File: src/rtl/dut_bus_source.sv
// dut_bus_source: memory-mapped byte FIFO that buffers bytes offered by a host
// and hands them to a CPU through a DATA/STATUS register pair.
//   addr[2]=0 : DATA   (read pops the head byte; writes ignored)
//   addr[2]=1 : STATUS (read) / CTRL (write: wd[0]=flush, wd[1]=irq_en)
// Optional feature: define DUT_BUS_SOURCE_IRQ_EN to add the irq port and the
// irq_en control bit. Without it the block has no interrupt and wd[1] is inert.
//
// Host handshake: a byte transfers on a rising edge where in_valid && in_ready
// are both high. in_ready is !full and depends only on registered state. Once
// in_valid is raised the host keeps in_valid/in_data stable until accepted.
module dut_bus_source #(
    parameter int DEPTH = 16
) (
    input  logic        clk,
    input  logic        reset,
    input  logic [31:2] addr,
    input  logic        re,
    output logic [31:0] rd,
    input  logic        we,
    input  logic [31:0] wd,
    input  logic        in_valid,
    input  logic [7:0]  in_data,
    output logic        in_ready
`ifdef DUT_BUS_SOURCE_IRQ_EN
    ,
    output logic        irq
`endif
);

    localparam int AW = $clog2(DEPTH);

    logic [7:0]    mem [DEPTH];
    logic [AW-1:0] wr_ptr;
    logic [AW-1:0] rd_ptr;
    logic [AW:0]   count;
    logic          empty;
    logic          full;
    logic          push;
    logic          pop;
    logic          ctrl_wr;
    logic          flush;
    logic          irq_en;

    // Only addr[2] is decoded; the upper address bits and unused write bits
    // are deliberately dropped here.
    logic unused_bits;
    assign unused_bits = &{1'b0, addr[31:3], wd[31:1]};

    assign empty    = (count == '0);
    assign full     = (count == (AW+1)'(DEPTH));
    assign in_ready = !full;

    // A pop only happens on a DATA read with something to return; a read of an
    // empty FIFO returns zero and leaves the state alone, even if a push lands
    // in the same cycle.
    assign push    = in_valid && in_ready;
    assign pop     = re && !addr[2] && !empty;
    assign ctrl_wr = we && addr[2];
    assign flush   = ctrl_wr && wd[0];

    // Pointer and occupancy tracking; reset beats flush, flush beats push/pop.
    always_ff @(posedge clk) begin
        if (!reset) begin
            wr_ptr <= '0;
            rd_ptr <= '0;
            count  <= '0;
        end else if (flush) begin
            wr_ptr <= '0;
            rd_ptr <= '0;
            count  <= '0;
        end else begin
            if (push) begin
                wr_ptr <= wr_ptr + 1'b1;
            end
            if (pop) begin
                rd_ptr <= rd_ptr + 1'b1;
            end
            case ({push, pop})
                2'b10:   count <= count + 1'b1;
                2'b01:   count <= count - 1'b1;
                default: count <= count;
            endcase
        end
    end

    // Storage array; a byte discarded by flush or reset is simply not written.
    always_ff @(posedge clk) begin
        if (reset && push && !flush) begin
            mem[wr_ptr] <= in_data;
        end
    end

`ifdef DUT_BUS_SOURCE_IRQ_EN
    // Interrupt enable is loaded by every CTRL write, including flushes.
    always_ff @(posedge clk) begin
        if (!reset) begin
            irq_en <= 1'b0;
        end else if (ctrl_wr) begin
            irq_en <= wd[1];
        end
    end

    // Level interrupt built from registered state only.
    assign irq = irq_en && !empty;
`else
    assign irq_en = 1'b0;
`endif

    // Read mux: combinational, zero whenever no read strobe is present.
    always_comb begin
        rd = 32'h0;
        if (re) begin
            if (addr[2]) begin
                rd = {7'b0, irq_en, 6'b0, full, empty, 16'(count)};
            end else if (!empty) begin
                rd = {1'b1, 23'b0, mem[rd_ptr]};
            end
        end
    end

endmodule

File: config.mk
export PLATFORM = sky130hd
export DESIGN_NAME = dut_bus_source
export DESIGN_NICKNAME = d
export VERILOG_FILES = /design/src/rtl/dut_bus_source.sv
export SDC_FILE = /design/constraint.sdc
export NUM_CORES = 1
export LEC_CHECK = 0
export BUFFER_PORTS_ARGS = -buffer_cell sky130_fd_sc_hd__clkbuf_2
export CORE_ASPECT_RATIO = 1.25
export CORE_MARGIN = 2
export CORE_UTILIZATION = 50
export DETAILED_ROUTE_END_ITERATION = 8
export PLACE_DENSITY_LB_ADDON = 0.05
export SYNTH_ARGS = -nofsm -noshare
export SYNTH_HDL_FRONTEND = slang
export SYNTH_SLANG_ARGS = --single-unit
File: constraint.sdc
create_clock -name clk -period 3.19 [get_ports clk]
set_clock_uncertainty 0.2 [all_clocks]
set_input_delay 0.319 -clock clk [delete_from_list [all_inputs] [get_ports clk]]
set_output_delay 0.319 -clock clk [all_outputs]
set_load 0.05 [all_outputs]
==> out/metrics.csv <==
metric;value;unit
Core Area;12100;um2
vias in the first global route;3296;
final hold vios;0;
FILL cells;908;
critical path's slowest cell;or4_4;
CP Cell Sequence;or4_4 > o21ai_4 > inv_4 > ha_1 > xor2_1 > ha_1 > or4b_1 > a21oi_1 > o31ai_1 > nor3b_1;
Clock Sink Count;145;
CTS root buffer;clkbuf_16;
worst-path maximum fanout;8;
DP Wirelength;7770;um
H-tree Lvls;4;
DR iter-0 viols;202;
maximum clock rate;0.331;GHz
outcome;completed;
leakage;2.46;nW
final antenna-violating net count;0;
WP data required;3.29;ns
sequential share of power;0.445;
maximum clock path buffer count;2;
Syn. warnings;0;
Reg area;4190;um2
dominant cells by area after synthesis;edfxtp_1 (62%), mux4_2 (12%), dfxtp_1 (5.5%);
Post-CTS Hold Buffers;0;
vias per cell;5.51;
fin crit share;0.947;
Max Slew Vio Count;0;
IO Pins;108;
total global routing overflow;0;
RSZ-0062 raised after global routing;false;
diodes inserted;0;
GRT Resource Usage Total;0.210;
clock power share;0.464;
Worst EP arrival;3.12;ns
sequential fraction of the synthesis area;0.680;
die area;13200;um2
TritonRoute pass-1 iters;4;
CTS Buf Count;17;
Worst Tran Pin Value;0.873;ns
final setup violating endpoints;0;
Port Buffers;26;
number of synthesized flops with an enable pin;128;
Die Y;128;um
Critical Path Sink Type;register;
Die W;103;um
most frequent cell after synthesis;edfxtp_1;
placed insts;557;
post-CTS setup buffer count;0;
ys async rst share;0;
cells resized by post-CTS repair;0;
initial antenna violation count;0;
Worst Hold Class;in -> reg;
max_cap viols;0;
setup TNS;0;ns
Tmin final;3.02;ns
Yosys cell types;45;
relative slew slack;0.418;
Area growth, synth to finish;16.5;%
clock-pin slew on the worst setup and hold paths;0.06;ns
Post-Layout Cell Count;590;
Sw Share;0.228;
layout cells sized above 1;0.282;
Rows;45;
internal power;3.65;mW
Commonest cells post-synth;edfxtp_1 (128), mux4_2 (32), nor2_1 (23);
RD Place Congestion;0.746;
Logic pwr share;0.091;
first-pass GRT wire length;19000;um
DR vias;3252;
# DRC;0;
Setup CP Type;reg -> reg;
share of the synthesized area in the top cell type;0.625;
slowest stage delay, CP;0.57;ns
Yosys reg bits;145;
DR WL/cell;22.0;um
multi-input logic area;1730;um2
Clock Latency Late Sink;0.41;ns
final net count;495;
startpoint types;register;
ys flop type;edfxtp_1;
worst IR drop on VDD;0.000345;V
sw power;1.08;mW
CTS tree;done;
largest net degree at the start of global routing;33;
Cells after Synth;366;
syn_area_per_cell;16.8;um2
Mapped Area;6150;um2
Routed WL;13000;um
Power Dens Cells;659;nW/um2
Initial Util;0.508;
post-synth top area cell;edfxtp_1;
CP dominant cell by count;ha_1;
==> through the flow <==
stage / area [um2] / setup slack, ns / total power, mW / hold WS, ns / util
6_report: 7170 / 0.168 / 4.73 / 0.0991 / 0.592
5_1_grt: 7170 / 0.00265 / 4.87 / 0.129 / 0.592
4_1_cts: 7140 / 0.0873 / 4.75 / 0.0935 / 0.590
3_5_place_dp: 6490 / 0.157 / 2.57 / 0.294 / 0.536
3_3_place_gp: 6490 / 0.205 / 2.56 / 0.289 / 0.536
2_1_floorplan: 6230 / 0.0121 / 2.48 / 0.218 / -
==> power by group through the flow <==
stage	clock network, mW	registers [mW]	logic [mW]
after global routing	2.30	2.11	0.467
final	2.19	2.10	0.432
after floorplan	0	2.14	0.345
after global placement	0	2.14	0.424
after detailed placement	0	2.14	0.428
after CTS	2.22	2.10	0.429
==> layer usage <==
layer / vias up / global-route usage / wire (um)
met2: 88 / 0.354 / 6820
li1: 1473 / - / -
met1: 1676 / 0.271 / 5370
met4: 0 / 0.0704 / 166
met5: - / 0 / 0
met3: 15 / 0.0453 / 638
==> cell usage in the layout, fill, tap and decap left out, types with 11 or more instances in the layout <==
cell type,Yosys,final
edfxtp_1,128,128
nor2_1,23,23
inv_1,11,11
clkbuf_2,0,26
clkbuf_16,0,18
conb_1,1,21
mux4_2,32,32
dfxtp_1,17,16
a21oi_1,11,11
buf_4,22,19
==> cells by family after synthesis <==
logic type | share of synthesized area
AOI/OAI and AO/OA | 0.0384
xor gates and xnor gates | 0.0128
adders and majority gates | 0.0142
buffers and inverters | 0.0508
DFF | 0.680
muxes | 0.137
other | 0.000609
and+or+nand+nor | 0.0663
==> cell type report <==
cell class / count / share of cell area
Tap cell: 164 / 0.0286
Inverter: 13 / 0.00716
Clock buffer: 18 / 0.0599
Clock inverter: 14 / 0.0318
Multi-Input combinational cell: 188 / 0.242
Timing Repair Buffer: 48 / 0.0471
Sequential cell: 145 / 0.584
==> critical path, delay by kind of cell, from the launching register on <==
family	cells	cell delay, ns
adders and majority gates	2	0.43
DFF	1	0.31
and+or+nand+nor	3	1.23
buffers and inverters	1	0.09
xor gates and xnor gates	1	0.15
AOI/OAI and AO/OA	3	0.50
==> path summary, 6_finish.rpt <==
check	cells past startpoint	startpoint	to	slack (ns)
max	10	count[0]	count[4]	0.17
min	1	in_data[5]	mem[11][5]	0.1
max reg2reg	10	count[0]	count[4]	0.17
min reg2reg	2	rd_ptr[3]	register	0.31
==> registers in the layout, summed over array words and instances (netlist names), named ones only <==
name,cells
mem,128
count,5
rd_ptr,4
wr_ptr,4
No activity file was read; power rests on OpenSTA's default activity.
